### src/rtl/div_operand_feeder.sv
// Operand feeder for the fixed-point divider: buffers operand pairs in a small
// FIFO and launches them one at a time, with a watchdog for a stuck divider.
module div_operand_feeder #(
   parameter int W       = 10,
   parameter int DEPTH   = 4,
   parameter int TIMEOUT = 64
) (
   input  logic                     clk,
   input  logic                     rst_n,
   input  logic                     in_valid,
   output logic                     in_ready,
   input  logic [W-1:0]             in_a,
   input  logic [W-1:0]             in_b,
   output logic [W-1:0]             div_a,
   output logic [W-1:0]             div_b,
   output logic                     div_start,
   output logic                     div_sclr,
   input  logic                     div_busy,
   input  logic                     div_valid,
   output logic [$clog2(DEPTH):0]   fifo_level,
   output logic [7:0]               jobs_done,
   output logic                     timeout_err,
   output logic                     idle
);

   localparam int AW = $clog2(DEPTH);
   localparam int CW = $clog2(TIMEOUT);
   localparam logic [AW:0]   FULL_LEVEL = (AW+1)'(DEPTH);
   localparam logic [CW-1:0] WDOG_LAST  = CW'(TIMEOUT - 1);

   typedef enum logic [1:0] {
      S_IDLE   = 2'd0,
      S_LAUNCH = 2'd1,
      S_WAIT   = 2'd2,
      S_CLEAR  = 2'd3
   } state_t;

   state_t          state;
   logic [W-1:0]    mem_a [DEPTH];
   logic [W-1:0]    mem_b [DEPTH];
   logic [AW-1:0]   wr_ptr;
   logic [AW-1:0]   rd_ptr;
   logic [CW-1:0]   wdog;
   logic            full;
   logic            push;
   logic            pop;
   logic            unused;

   // Handshake: a pair transfers on any rising edge where in_valid && in_ready;
   // in_ready depends only on registered occupancy, never on in_valid.
   assign full     = (fifo_level == FULL_LEVEL);
   assign in_ready = !full;
   assign push     = in_valid && !full;
   // Pop decision uses the pre-edge level, so a pair is never popped in its push cycle.
   assign pop      = (state == S_IDLE) && (fifo_level != '0);
   assign idle     = (state == S_IDLE) && (fifo_level == '0);

   // Busy is status only; sequencing is driven purely by div_valid and the watchdog.
   assign unused   = div_busy;

   always_ff @(posedge clk) begin
      if (push) begin
         mem_a[wr_ptr] <= in_a;
         mem_b[wr_ptr] <= in_b;
      end
   end

   always_ff @(posedge clk or negedge rst_n) begin
      if (!rst_n) begin
         wr_ptr     <= '0;
         rd_ptr     <= '0;
         fifo_level <= '0;
      end else begin
         if (push) wr_ptr <= wr_ptr + 1'b1;
         if (pop)  rd_ptr <= rd_ptr + 1'b1;
         case ({push, pop})
            2'b10:   fifo_level <= fifo_level + 1'b1;
            2'b01:   fifo_level <= fifo_level - 1'b1;
            default: fifo_level <= fifo_level;
         endcase
      end
   end

   always_ff @(posedge clk or negedge rst_n) begin
      if (!rst_n) begin
         state       <= S_IDLE;
         div_a       <= '0;
         div_b       <= '0;
         div_start   <= 1'b0;
         div_sclr    <= 1'b0;
         wdog        <= '0;
         jobs_done   <= '0;
         timeout_err <= 1'b0;
      end else begin
         div_start <= 1'b0;
         div_sclr  <= 1'b0;
         case (state)
            S_IDLE: begin
               if (pop) begin
                  div_a     <= mem_a[rd_ptr];
                  div_b     <= mem_b[rd_ptr];
                  div_start <= 1'b1;
                  state     <= S_LAUNCH;
               end
            end
            S_LAUNCH: begin
               wdog  <= '0;
               state <= S_WAIT;
            end
            S_WAIT: begin
               // A result arriving on the expiry cycle still counts as a completion.
               if (div_valid) begin
                  jobs_done <= jobs_done + 8'd1;
                  state     <= S_IDLE;
               end else if (wdog == WDOG_LAST) begin
                  timeout_err <= 1'b1;
                  div_sclr    <= 1'b1;
                  state       <= S_CLEAR;
               end else begin
                  wdog <= wdog + 1'b1;
               end
            end
            S_CLEAR: begin
               state <= S_IDLE;
            end
            default: state <= S_IDLE;
         endcase
      end
   end

endmodule
### config.mk
export PLATFORM = sky130hd
export DESIGN_NAME = div_operand_feeder
export DESIGN_NICKNAME = d
export VERILOG_FILES = /design/src/rtl/div_operand_feeder.sv
export SDC_FILE = /design/constraint.sdc
export NUM_CORES = 1
export LEC_CHECK = 0
export ABC_AREA = 1
export CAP_MARGIN = 5
export CORE_MARGIN = 1
export CORE_UTILIZATION = 29
export DETAILED_ROUTE_END_ITERATION = 6
export PLACE_DENSITY_LB_ADDON = 0.15
export SLEW_MARGIN = 10
export SYNTH_ARGS = -nofsm -noshare
export SYNTH_HDL_FRONTEND = slang
export SYNTH_SLANG_ARGS = --single-unit
### constraint.sdc
create_clock -name clk -period 3.08 [get_ports clk]
set_input_delay 0.616 -clock clk [delete_from_list [all_inputs] [get_ports clk]]
set_output_delay 0.616 -clock clk [all_outputs]
set_load 0.05 [all_outputs]
**After elaboration in Yosys (flattened, before gate mapping)**

Memory sizes are Yosys's and may differ from the RTL's. A register that Yosys moved wholly into a read port is not among the register bits.
Cells that the tools add are included.

- Logic and storage cells: 60
- Bits of input ports: 25
- Bits in writable memories: 80
- Memories kept: 2
- Output and inout port bits: 36
- Flip-flop bits (word level): 26

Memory list:

| name | words | bits a word | rd ports | clocked after memory_dff | write ports | RTL line | source |
|---|---|---|---|---|---|---|---|
| mem_a | 4 | 10 | 1 | 1 | 1 | 39 | `logic [W-1:0] mem_a [DEPTH];` |
| mem_b | 4 | 10 | 1 | 1 | 1 | 40 | `logic [W-1:0] mem_b [DEPTH];` |

- Equal/unequal tests: 11
- Reductions and logical operators: 16
- Bitwise gates (word level): 1
- Add/sub/neg operators: 6
- Mux-type cells: 15

Operator list:

| cell | number |
|---|---|
| $mux W6 | 2 |
| $pmux W6 S2 | 1 |
| $add A8 B1 Y8 const B | 1 |
| $pmux W2 S4 | 1 |
| $mux W1 | 7 |
| $add A6 B1 Y6 const B | 1 |
| $eq A2 B2 Y1 const B | 3 |
| $eq A6 B6 Y1 const B | 1 |
| $mux W2 | 3 |
| $ne A2 B2 Y1 const B | 3 |
| $pmux W3 S2 | 1 |
| $reduce_and A2 Y1 | 3 |
| $reduce_and A3 Y1 | 2 |
| $add A2 B1 Y2 const B | 2 |
| $eq A2 B1 Y1 const B | 2 |
| $reduce_bool A2 Y1 | 2 |
| $add A3 B1 Y3 const B | 1 |
| $eq A3 B3 Y1 const B | 1 |
| $logic_and A1 B1 Y1 | 3 |
| $logic_not A1 Y1 | 3 |
| $logic_not A3 Y1 | 1 |
| $ne A3 B3 Y1 const B | 1 |
| $reduce_bool A3 Y1 | 1 |
| $sub A3 B1 Y3 const B | 1 |
| other kinds (2) | 2 |

**Depth between registers and ports, before layout**

- Depth after elaboration: 5
- Mapped depth: 11
- Mapped depth without buffers: 10

**Worst setup path before layout**

OpenSTA, ideal clock, no wires.

- Path type: register to register
- Start point: register fifo_level[1]
- End point: memory mem_a[0][0] (enable)
- Clock period less this slack: 2.782 ns
- Path slack: 0.298 ns
- Arrival time: 2.386 ns
- Stages on the path, launching flop included: 5
- Cells stage by stage: dfrtp_1 > inv_1 > nand3_1 > nand2_2 > nor2_1

- Word-level cells in the longest chain between the ends: 5

RTL lines:

| what | RTL line | source |
|---|---|---|
| from (decl) | 20 | `output logic [$clog2(DEPTH):0] fifo_level,` |
| from (signal assigned) | 77 | `2'b10: fifo_level <= fifo_level + 1'b1;` |
| from (signal assigned) | 78 | `2'b01: fifo_level <= fifo_level - 1'b1;` |
| from (signal assigned) | 79 | `default: fifo_level <= fifo_level;` |
| $eq A3 B3 Y1 | 51 | `assign full = (fifo_level == FULL_LEVEL);` |
| $logic_not A1 Y1 | n/a |  |
| net in_ready | 11 | `output logic in_ready,` |
| $logic_and A1 B1 Y1 | 53 | `assign push = in_valid && !full;` |
| $mux W1 | 62 | `if (push) begin` |
| $mux W1 (not written as such) | 63 | `mem_a[wr_ptr] <= in_a;` |
| to (decl) | 39 |  |

The timed path passes the listed nets, and every way through them passes these cells.

**Worst setup path after layout**

- Start point: register fifo_level[1]
- End point: output port idle

- Word-level cells in the longest chain between the ends: 2

RTL lines:

| what | RTL line | source |
|---|---|---|
| $logic_not A3 Y1 | 56 | `assign idle = (state == S_IDLE) && (fifo_level == '0);` |
| $logic_and A1 B1 Y1 | 56 |  |
| to (decl) | 23 | `output logic idle` |

Every way passes these cells.

==> qor.yml <==
r2r_cells: 10
h-tree-depth: 4
dp_hpwl_mm: 6.99
synth.most_common_cell: "nand2_1"
drv_slew: 0
skew_ns: 0.00659
dr.pass1.iters: 7
drt_iter0_markers: 212
globalplace.congestion: 0.765
tns_ns: 0
yosysTopAreaCellShare_pct: 46.1
portBuffers: 59
worst_pin_slew_ns: 0.671
ys_top_cells_by_area: "edfxtp_1 46%, dfrtp_1 22%, nand2_1 9.1%"
fillers: 1740
power.density_nw_per_um2: 1120
cp_slowest_cell: "clkdlybuf4s50_1"
io_pins: 61
routed_wl_mm: 11.2
cts_made_buffers: 17
syn_area_um2: 5210
reg2reg_setup_slack_ns: 1.04
core_um2: 17400
grt_max_degree: 43
cp.arrival_ns: 2.09
synth_edf_count: 80
grt_pass1_vias: 3326
hold_ws_ns: 0.239
syn-mean-instance-area_um2: 10.7
maxCapViolCount: 0
place_ws_ns: 0.714
async_flop_share_pct: 36.5
die_area_um2: 18500
max_stage_delay_ns: 0.85
rsz0062_at_grt: "no"
ys_seq_area_share_pct: 68.2
power.leakage_nw: 2.74
path_delay_family: "buffers and inverters"
fmax_mhz: 369
yosysWarnings: 0
start_util_pct: 29.9
post_cts_buffers: 0
endpoint_kind: "primary output"
rows: 48
area_growth_syn_to_layout_pct: 28.1
antenna_found_initial: 0
grt_overflow: 0
post_route_cells_drive_above_1_share_pct: 10.1
min_period_over_period_pct: 87.9
postCtsResizedCells: 0
path_max_fanout: 3
postRouteAntennaNets: 0
finalSetupViolCount: 0
die_h_um: 136
nets: 592
layout_setup_ws_ns: 0.372
cts_hold_buffers: 0
num_antenna_cells: 0
dieWidth_um: 136
worstSetupStartpointType: "register"
fin_crit_ns: 2.71
peakVddDrop_mv: 0.494
worstSetupPathType: "reg -> out"
cts_sinks: 126
vias: 3451
status: "finished clean"
cp.required_ns: 2.46
cp_cell_sequence: "inv_1 -> nand3_2 -> nor2_1 -> clkdlybuf4s50_1"
hold_viol: 0
crit_buf_inv: 2
ys_types: 27
relSlewSlack_pct: 55.3
synth_ff_type: "edfxtp_1"
rr_endpoint: "fifo_level[2]$_DFFE_PN0P_"
gr-usage-all-layers_pct: 13.4
ys_ff_latch: 126
avgRoutedWirePerCell_um: 14.1
rr_startpoint: "state[1]$_DFFE_PN0P_"
clk-insertion-delay-late_ns: 0.42
min_path_type: "in -> async"
cts_root_buffer: "clkbuf_16"
drc_errors: 0
clkSlewWorstSetupHoldPaths_ns: 0.05
viasPerCell: 4.33
synth_nets: 519
clock_path_buffers: 2
synth_top_area_cell: "edfxtp_1"
yosys-top-cells-count: "126 x nand2_1, 93 x nor2_1, 80 x edfxtp_1"
cts_tree: "done"
grt_pass1_wl_mm: 17.9
synthCells: 486
sequential cells by signal, summed over array words and instances, names as in the netlist:
signal,cells
jobs_done,8
wr_ptr,2
wdog,6
div_b,10
mem_b,40
div_start,1
div_a,10
mem_a,40
fifo_level,3
state,2
div_sclr,1
rd_ptr,2
timeout_err,1
cell families (layout without fill, tap and decap cells):
kind of cell	Yosys count	after routing	synth area share (%)
flip-flops	126	126	68.2
adder cells (fa/ha/maj)	8	8	2.07
AO/OA/AOI/OAI	49	49	4.71
AND/OR/NAND/NOR	249	249	19.6
XOR/XNOR	8	8	1.35
buffers and inverters	46	132	4.01
worst reg2reg max path, delay by kind of cell (launching register included):
kind,cells,cell delay (ns)
fa+ha+maj,2,0.50
buf+inv,4,0.50
flops,1,0.42
compound gates,2,0.26
xor+xnor,1,0.16
simple gates,1,0.08
placed cells by master, fill, tap and decap left out, drive strengths merged:
master,count
buf,13
nand2,130
bufinv,4
inv,29
ha,7
clkinvlp,1
a21oi,3
dfrtp,46
nand3b,1
clkdlybuf4s50,58
edfxtp,80
xor2,5
nor3,1
clkbuf,20
nor2,95
clkinv,7
nor3b,1
or2,1
nand3,18
nand4,2
xnor2,3
o21ai,46
fa,1
per-stage QoR:
stage          total power [W]  utilization (%)  instance area (µm²)  instances
2_1_floorplan          0.00454                -                 5210        486
3_3_place_gp           0.00544             34.8                 6070        765
3_5_place_dp           0.00548             34.8                 6070        765
4_1_cts                0.00757             38.3                 6670        797
5_1_grt                0.00792             38.3                 6670        797
6_report               0.00744             38.3                 6670        797
worst max path at each step:
stage | start | end | slack (ns) | depth (start not counted)
global route | fifo_level[0]$_DFFE_PN0P_ | idle | 0.28 | 4
global placement | in_valid | fifo_level[2]$_DFFE_PN0P_ | 0.70 | 8
floorplan | fifo_level[1]$_DFFE_PN0P_ | mem_a[0][0]$_DFFE_PP_ | 0.30 | 4
CTS | fifo_level[1]$_DFFE_PN0P_ | idle | 0.34 | 4
detailed placement | in_valid | fifo_level[2]$_DFFE_PN0P_ | 0.71 | 8
finish | fifo_level[1]$_DFFE_PN0P_ | idle | 0.37 | 4
metal layers:
layer	GRT usage (%)	vias to the layer above	wire, µm
li1	-	1738	-
met1	16.6	1637	5230
met2	21.3	56	5420
met3	3.54	20	338
met4	6.67	0	229
met5	0	-	0
layout make-up:
| cell class | instances | area, µm² | share of cell area (%) |
|---|---|---|---|
| clock buffers | 20 | 437 | 6.54 |
| clock inverters | 12 | 170 | 2.55 |
| inverters | 29 | 109 | 1.63 |
| multi-input cells | 314 | 1450 | 21.7 |
| flip-flops and latches | 126 | 3550 | 53.3 |
| well taps | 225 | 282 | 4.22 |
| repair buffers | 71 | 676 | 10.1 |
where the power goes:
group,internal [W],switching [W],total (W)
sequential,0.00229,0.000244,0.00253
combinational,0.000891,0.00196,0.00285
clock,0.00135,0.000711,0.00206
total,0.00453,0.00292,0.00744
No activity file was read; power rests on OpenSTA's default activity.
